### src/rtl/down_counter_reload_if.sv
// down_counter_reload_if
//   Groups the command and status signals of the down-counting reload timer.
//   The master drives the commands and configuration, and the slave (the timer)
//   drives the count and status back.
//   Commands : ena, srst, start, stop, mode, psc, reload_data, reload_wr, tc_clr
//   Status   : dout, running, tc, tc_flag
interface down_counter_reload_if #(
  parameter int WIDTH     = 16,
  parameter int PSC_WIDTH = 8
);
  logic                 ena;
  logic                 srst;
  logic                 start;
  logic                 stop;
  logic                 mode;
  logic [PSC_WIDTH-1:0] psc;
  logic [WIDTH-1:0]     reload_data;
  logic                 reload_wr;
  logic                 tc_clr;
  logic [WIDTH-1:0]     dout;
  logic                 running;
  logic                 tc;
  logic                 tc_flag;

  modport master (
    output ena, srst, start, stop, mode, psc, reload_data, reload_wr, tc_clr,
    input  dout, running, tc, tc_flag
  );

  modport slave (
    input  ena, srst, start, stop, mode, psc, reload_data, reload_wr, tc_clr,
    output dout, running, tc, tc_flag
  );
endinterface

### src/rtl/down_counter_reload.sv
// down_counter_reload
//   Programmable down-counting timer with a prescaler, a shadow reload
//   register and one-shot or periodic operation. Each prescaler tick
//   decrements the count. A tick that finds the count already at zero is the
//   terminal event. It pulses tc for one clock, sets the sticky tc_flag, and
//   then either reloads the count (periodic mode) or returns to idle (one-shot
//   mode).
//   Ports:
//     clk_i  : system clock, rising edge
//     rst_ni : asynchronous active-low reset
//     bus    : slave side of down_counter_reload_if (commands in, status out)
module down_counter_reload #(
  parameter int WIDTH     = 16,
  parameter int PSC_WIDTH = 8
) (
  input logic                   clk_i,
  input logic                   rst_ni,
  down_counter_reload_if.slave  bus
);

  typedef enum logic {
    IDLE = 1'b0,
    RUN  = 1'b1
  } state_e;

  localparam logic [WIDTH-1:0]     DOUT_ONE = WIDTH'(1);
  localparam logic [PSC_WIDTH-1:0] PCNT_ONE = PSC_WIDTH'(1);

  state_e               state_q;
  logic [WIDTH-1:0]     dout_q;
  logic [WIDTH-1:0]     shadow_q;
  logic [PSC_WIDTH-1:0] pcnt_q;
  logic                 tc_q;
  logic                 flag_q;

  logic [WIDTH-1:0]     reloadVal;
  logic                 tick;

  // The reload value is written through. A write in the same cycle as a start
  // or a periodic reload is used at once, without waiting for the shadow
  // register to update.
  always_comb begin
    reloadVal = bus.reload_wr ? bus.reload_data : shadow_q;
    tick      = (state_q == RUN) && bus.ena && (pcnt_q == bus.psc);
  end

  // Single state/count register block. The tc pulse defaults low, so it lasts
  // exactly one clock. A clear of tc_flag is applied first so that a terminal
  // event in the same cycle sets it again (the set wins). The commands are
  // decoded in priority order: srst, then stop (RUN only), then start, then
  // tick. pcnt is compared with the live psc value. If psc is lowered below
  // the current pcnt, pcnt keeps counting and wraps before it matches.
  always_ff @(posedge clk_i or negedge rst_ni) begin
    if (!rst_ni) begin
      state_q  <= IDLE;
      dout_q   <= '0;
      shadow_q <= '0;
      pcnt_q   <= '0;
      tc_q     <= 1'b0;
      flag_q   <= 1'b0;
    end else begin
      tc_q <= 1'b0;
      if (bus.reload_wr) begin
        shadow_q <= bus.reload_data;
      end
      if (bus.tc_clr) begin
        flag_q <= 1'b0;
      end

      if (bus.srst) begin
        state_q <= IDLE;
        dout_q  <= '0;
        pcnt_q  <= '0;
        flag_q  <= 1'b0;
      end else if (bus.stop && (state_q == RUN)) begin
        state_q <= IDLE;
        pcnt_q  <= '0;
      end else if (bus.start) begin
        state_q <= RUN;
        dout_q  <= reloadVal;
        pcnt_q  <= '0;
      end else if (tick) begin
        pcnt_q <= '0;
        if (dout_q != '0) begin
          dout_q <= dout_q - DOUT_ONE;
        end else begin
          tc_q   <= 1'b1;
          flag_q <= 1'b1;
          if (bus.mode) begin
            dout_q <= reloadVal;
          end else begin
            state_q <= IDLE;
          end
        end
      end else if ((state_q == RUN) && bus.ena) begin
        pcnt_q <= pcnt_q + PCNT_ONE;
      end
    end
  end

  assign bus.dout    = dout_q;
  assign bus.running = (state_q == RUN);
  assign bus.tc      = tc_q;
  assign bus.tc_flag = flag_q;

endmodule

### src/flat_wrapper.sv
// flat-port wrapper written by rule: the top's interface ports become plain ports
module down_counter_reload_flat 
#(
  parameter int WIDTH     = 16,
  parameter int PSC_WIDTH = 8
)
  (clk_i, rst_ni, bus_ena, bus_srst, bus_start, bus_stop, bus_mode, bus_psc, bus_reload_data, bus_reload_wr, bus_tc_clr, bus_dout, bus_running, bus_tc, bus_tc_flag);
  down_counter_reload_if #(.WIDTH(WIDTH), .PSC_WIDTH(PSC_WIDTH)) bus_i ();
  input logic clk_i;
  input logic rst_ni;
  input wire logic [$bits(bus_i.ena)-1:0] bus_ena;
  input wire logic [$bits(bus_i.srst)-1:0] bus_srst;
  input wire logic [$bits(bus_i.start)-1:0] bus_start;
  input wire logic [$bits(bus_i.stop)-1:0] bus_stop;
  input wire logic [$bits(bus_i.mode)-1:0] bus_mode;
  input wire logic [$bits(bus_i.psc)-1:0] bus_psc;
  input wire logic [$bits(bus_i.reload_data)-1:0] bus_reload_data;
  input wire logic [$bits(bus_i.reload_wr)-1:0] bus_reload_wr;
  input wire logic [$bits(bus_i.tc_clr)-1:0] bus_tc_clr;
  output wire logic [$bits(bus_i.dout)-1:0] bus_dout;
  output wire logic [$bits(bus_i.running)-1:0] bus_running;
  output wire logic [$bits(bus_i.tc)-1:0] bus_tc;
  output wire logic [$bits(bus_i.tc_flag)-1:0] bus_tc_flag;
  assign bus_i.ena = bus_ena;
  assign bus_i.srst = bus_srst;
  assign bus_i.start = bus_start;
  assign bus_i.stop = bus_stop;
  assign bus_i.mode = bus_mode;
  assign bus_i.psc = bus_psc;
  assign bus_i.reload_data = bus_reload_data;
  assign bus_i.reload_wr = bus_reload_wr;
  assign bus_i.tc_clr = bus_tc_clr;
  assign bus_dout = bus_i.dout;
  assign bus_running = bus_i.running;
  assign bus_tc = bus_i.tc;
  assign bus_tc_flag = bus_i.tc_flag;
  down_counter_reload #(.WIDTH(WIDTH), .PSC_WIDTH(PSC_WIDTH)) u_core (.clk_i(clk_i), .rst_ni(rst_ni), .bus(bus_i));
endmodule
### config.mk
export PLATFORM = sky130hd
export DESIGN_NAME = down_counter_reload_flat
export DESIGN_NICKNAME = d
export VERILOG_FILES = /design/src/rtl/down_counter_reload_if.sv /design/src/rtl/down_counter_reload.sv /design/src/flat_wrapper.sv
export SDC_FILE = /design/constraint.sdc
export NUM_CORES = 1
export LEC_CHECK = 0
export ABC_AREA = 1
export CELL_PAD_IN_SITES_DETAIL_PLACEMENT = 0
export CELL_PAD_IN_SITES_GLOBAL_PLACEMENT = 1
export CORE_MARGIN = 2
export CORE_UTILIZATION = 37
export DETAILED_ROUTE_END_ITERATION = 8
export PLACE_DENSITY_LB_ADDON = 0.1
export SYNTH_ARGS = -nofsm -noshare
export SYNTH_HDL_FRONTEND = slang
export SYNTH_SLANG_ARGS = --single-unit
### constraint.sdc
create_clock -name clk_i -period 1.9 [get_ports clk_i]
set_input_delay 0.19 -clock clk_i [delete_from_list [all_inputs] [get_ports clk_i]]
set_output_delay 0.19 -clock clk_i [all_outputs]
set_load 0.01 [all_outputs]
==> run_summary.xml <==
<?xml version="1.0" encoding="UTF-8"?>
<metrics>
  <group name="grt">
    <metric name="grt_first_pass_wirelength" unit="mm">12.12</metric>
    <metric name="grt_max_degree" unit="">44</metric>
    <metric name="globalRouteOverflowTotal" unit="">0</metric>
    <metric name="vias_in_the_first_global_route" unit="">2613</metric>
    <metric name="grt_util_all_layers" unit="">0.1828</metric>
    <metric name="antenna_found_initial" unit="">0</metric>
  </group>
  <group name="critical_path">
    <metric name="setup.worst_path.class" unit="">flop to flop</metric>
    <metric name="worst_setup_path_startpoint" unit="">u_core.bus.dout[0]$_DFFE_PN0P_</metric>
    <metric name="critical_path_required" unit="ns">2.10</metric>
    <metric name="ff2ff_path_depth" unit="">11</metric>
    <metric name="rr_startpoint" unit="">u_core.bus.dout[0]$_DFFE_PN0P_</metric>
    <metric name="worst_ep_arrival_time" unit="ns">1.95</metric>
    <metric name="critical_path.reg2reg.endpoint" unit="">u_core.bus.dout[10]$_DFFE_PN0P_</metric>
    <metric name="reg_to_reg_slack_setup" unit="ns">0.15</metric>
    <metric name="worst_setup_path_endpoint" unit="">u_core.bus.dout[10]$_DFFE_PN0P_</metric>
    <metric name="path_max_fanout" unit="">22</metric>
    <metric name="worstSetupEndpointType" unit="">flop</metric>
    <metric name="cp-start-kind" unit="">flop</metric>
  </group>
  <group name="synth">
    <metric name="netlist_instances" unit="">384</metric>
    <metric name="synth.largest_area_cell" unit="">dfrtp_1</metric>
    <metric name="post_synthesis_sequential_area_ratio" unit="">0.3959</metric>
    <metric name="synth_commonest_cells" unit="">119 x nand2_1, 43 x dfrtp_1, 43 x inv_1</metric>
    <metric name="yosysWarningCount" unit="">0</metric>
    <metric name="synth-main-ff-cell" unit="">dfrtp_1</metric>
    <metric name="synth_area_per_inst" unit="µm²">7.077</metric>
    <metric name="synth_enable_flop_cells" unit="">0</metric>
    <metric name="yosysMostFrequentCell" unit="">nand2_1</metric>
    <metric name="postSynth.asyncResetShare" unit="">1.000</metric>
    <metric name="post_synth_instance_area" unit="µm²">2718</metric>
    <metric name="synth.ff_latch_count" unit="">43</metric>
    <metric name="synth_top_cells_by_area" unit="">dfrtp_1 40%, nand2_1 16%, nand3_1 6.4%</metric>
    <metric name="synth.net_count" unit="">420</metric>
    <metric name="yosys.cell_types.count" unit="">32</metric>
    <metric name="synth_largest_type_area_fraction" unit="">0.3959</metric>
  </group>
  <group name="pwr">
    <metric name="vdd.ir_drop.worst" unit="V">0.0003117</metric>
    <metric name="power_per_cell_area" unit="nW/µm²">712.2</metric>
    <metric name="power.leakage" unit="nW">1.735</metric>
  </group>
  <group name="floorplanning">
    <metric name="rows" unit="">31</metric>
    <metric name="core_area" unit="µm²">7176</metric>
    <metric name="design.die.area" unit="µm²">8046</metric>
    <metric name="floorplan.die.width" unit="µm">89.70</metric>
    <metric name="die_y" unit="µm">89.70</metric>
    <metric name="initial_utilization" unit="">0.3787</metric>
    <metric name="floorplan.io_pins" unit="">52</metric>
  </group>
  <group name="timing">
    <metric name="tightestPinTransition" unit="ns">0.3525</metric>
    <metric name="skew" unit="ns">0.005719</metric>
    <metric name="finalHoldViolCount" unit="">0</metric>
    <metric name="period_needed" unit="ns">1.751</metric>
    <metric name="grt_setup_unrepaired" unit="">false</metric>
    <metric name="report.final.slew_viol_count" unit="">0</metric>
    <metric name="final.setup.tns" unit="ns">0</metric>
    <metric name="fin_worst_hold_slack" unit="ns">0.4014</metric>
    <metric name="finalCritPeriodShare" unit="">0.9215</metric>
    <metric name="slew-limit-headroom" unit="">0.7625</metric>
    <metric name="max_freq" unit="MHz">571.1</metric>
    <metric name="finalSetupViolations" unit="">0</metric>
  </group>
  <group name="final_layout">
    <metric name="area_growth" unit="%">31.54</metric>
    <metric name="multi_input_gate_area_in_the_final_layout" unit="µm²">1386</metric>
    <metric name="final_cell_count_no_fill" unit="">557</metric>
    <metric name="layout_nets" unit="">494</metric>
    <metric name="num_antenna_cells" unit="">0</metric>
    <metric name="area.sequential" unit="µm²">1076</metric>
    <metric name="layout-drive-gt1-share" unit="">0.1550</metric>
    <metric name="finish.utilization" unit="">0.4982</metric>
    <metric name="final_layout_fill_cell_count" unit="">756</metric>
  </group>
  <group name="clocking">
    <metric name="numClockSinks" unit="">43</metric>
    <metric name="root_buffer_cell" unit="">clkbuf_8</metric>
    <metric name="ctsLongestPathBuffers" unit="">2</metric>
    <metric name="worst_setup_hold_path_clk_slew" unit="ns">0.08</metric>
    <metric name="ctsHtreeMaxLevel" unit="">2</metric>
    <metric name="number_of_hold_buffers_added_after_cts" unit="">1</metric>
    <metric name="tritoncts" unit="">built</metric>
    <metric name="post_cts_buffers" unit="">0</metric>
    <metric name="number_of_clock_buffers_inserted_by_tritoncts" unit="">5</metric>
    <metric name="cts_repair_resize_count" unit="">0</metric>
    <metric name="clkLatencyLatePin" unit="ns">0.30</metric>
  </group>
  <group name="route">
    <metric name="via_per_inst" unit="">4.675</metric>
    <metric name="detailed_routing_iteration_count_for_the_pre_antenna_repair_pass" unit="">4</metric>
    <metric name="detail_route.wirelength" unit="mm">7.072</metric>
    <metric name="detail_route.iter0.violations" unit="">96</metric>
    <metric name="drcViolationCount" unit="">0</metric>
    <metric name="wl_per_cell" unit="µm">12.70</metric>
    <metric name="residual_antenna_violating_net_count_after_detailed_routing" unit="">0</metric>
    <metric name="dr_total_vias" unit="">2604</metric>
  </group>
  <group name="outcome">
    <metric name="outcome" unit="">finished clean</metric>
  </group>
  <group name="worst_hold_path">
    <metric name="timing.hold.worst.class" unit="">primary input to async pin</metric>
  </group>
  <group name="placed_design">
    <metric name="hpwlAfterDp" unit="mm">5.406</metric>
    <metric name="gp_congestion" unit="">0.8343</metric>
    <metric name="dp_cell_count" unit="">549</metric>
    <metric name="port_buffers" unit="">51</metric>
  </group>
  <group name="run">
    <metric name="cap_violations" unit="">0</metric>
  </group>
</metrics>
==> flip-flops by register name, indices dropped and copies added (netlist names) <==
register / count
u_core.pcnt_q: 8
u_core.shadow_q: 16
u_core.bus.running: 1
u_core.bus.tc: 1
u_core.bus.dout: 16
u_core.bus.tc_flag: 1
==> worst min path at each step <==
stage | startpoint | to | slack [ns]
after CTS | rst_ni | u_core.bus.dout[6]$_DFFE_PN0P_ | 0.41
after floorplan | rst_ni | u_core.bus.dout[0]$_DFFE_PN0P_ | -0.11
final | rst_ni | u_core.shadow_q[4]$_DFF_PN0_ | 0.40
after detailed placement | rst_ni | u_core.shadow_q[4]$_DFF_PN0_ | 0.18
after global routing | rst_ni | u_core.bus.dout[6]$_DFFE_PN0P_ | 0.43
after global placement | rst_ni | u_core.shadow_q[4]$_DFF_PN0_ | 0.19
==> per-layer routing <==
layer,track usage,up-vias,part of all wire
met1,0.2363,1194,0.49
met3,0.03437,10,0.039
met5,0,-,0
met4,0.05641,0,0.020
li1,-,1350,-
met2,0.3112,50,0.45
==> kinds of logic (layout without fill, tap and decap cells) <==
logic type                 after synthesis  count (layout)  synth area share
AOI/OAI and AO/OA                       37              37           0.07734
xor gates and xnor gates                 7               7           0.02256
adders and majority gates                3               3           0.01381
buffers and inverters                   57             131           0.09392
DFF                                     43              43            0.3959
muxes                                    1               1          0.003683
and+or+nand+nor                        236             236            0.3927
==> worst max-delay path: stages (launching register included) <==
cell     delay [ns]
dfrtp_1        0.40
inv_1          0.11
ha_1           0.20
nand3_1        0.10
nor2_2         0.18
nand2_4        0.09
nand2_8        0.15
nand2_1        0.07
nand2_1        0.14
nor2_1         0.08
nand3_1        0.08
nand2_1        0.05
==> placed cells by master (no fill, tap or decap) <==
cell,count
a21oi_1,13
nand2_8,1
nand2_1,119
clkinv_1,1
mux2i_1,1
buf_2,1
nor3b_1,1
dfrtp_1,43
ha_1,3
xnor2_1,3
o21bai_1,2
nand4_1,4
nor3_1,4
buf_12,2
xor2_1,4
nor2_1,41
o21ai_0,13
inv_1,43
clkdlybuf4s50_1,50
nand3_2,2
nor2_2,7
dlygate4sd3_1,1
inv_2,4
nor2_4,2
nand2_4,1
nand3_1,35
or2_2,13
o21ai_1,3
clkinv_2,1
buf_4,22
nand3b_1,2
clkbuf_8,6
nand2_2,4
o22ai_1,1
o21ai_2,5
==> area by class of cell <==
type | count | share of cell area
inverter | 48 | 0.05040
multi-input combinational | 284 | 0.3878
sequential | 43 | 0.3010
clock buffer | 6 | 0.02310
clock inverter | 1 | 0.001400
timing repair buffer | 76 | 0.2016
tap | 99 | 0.03465
==> through the flow <==
stage	total power [W]	setup slack, ns	area (µm²)
final	0.002546	0.1491	3575
after global routing	0.002710	0.02182	3575
after CTS	0.002567	0.1370	3575
after detailed placement	0.001962	0.06352	3477
after global placement	0.001958	0.07764	3477
after floorplan	0.001576	0.2876	2718
==> where the power goes <==
| group | leakage (nW) | switching (W) | internal, W |
|---|---|---|---|
| Combinational | 1.15 | 0.000485 | 0.000405 |
| Sequential | 0.541 | 0.0000559 | 0.000995 |
| Clock | 0.0470 | 0.000319 | 0.000286 |
Note: power is estimated with default switching activity, not from simulation.
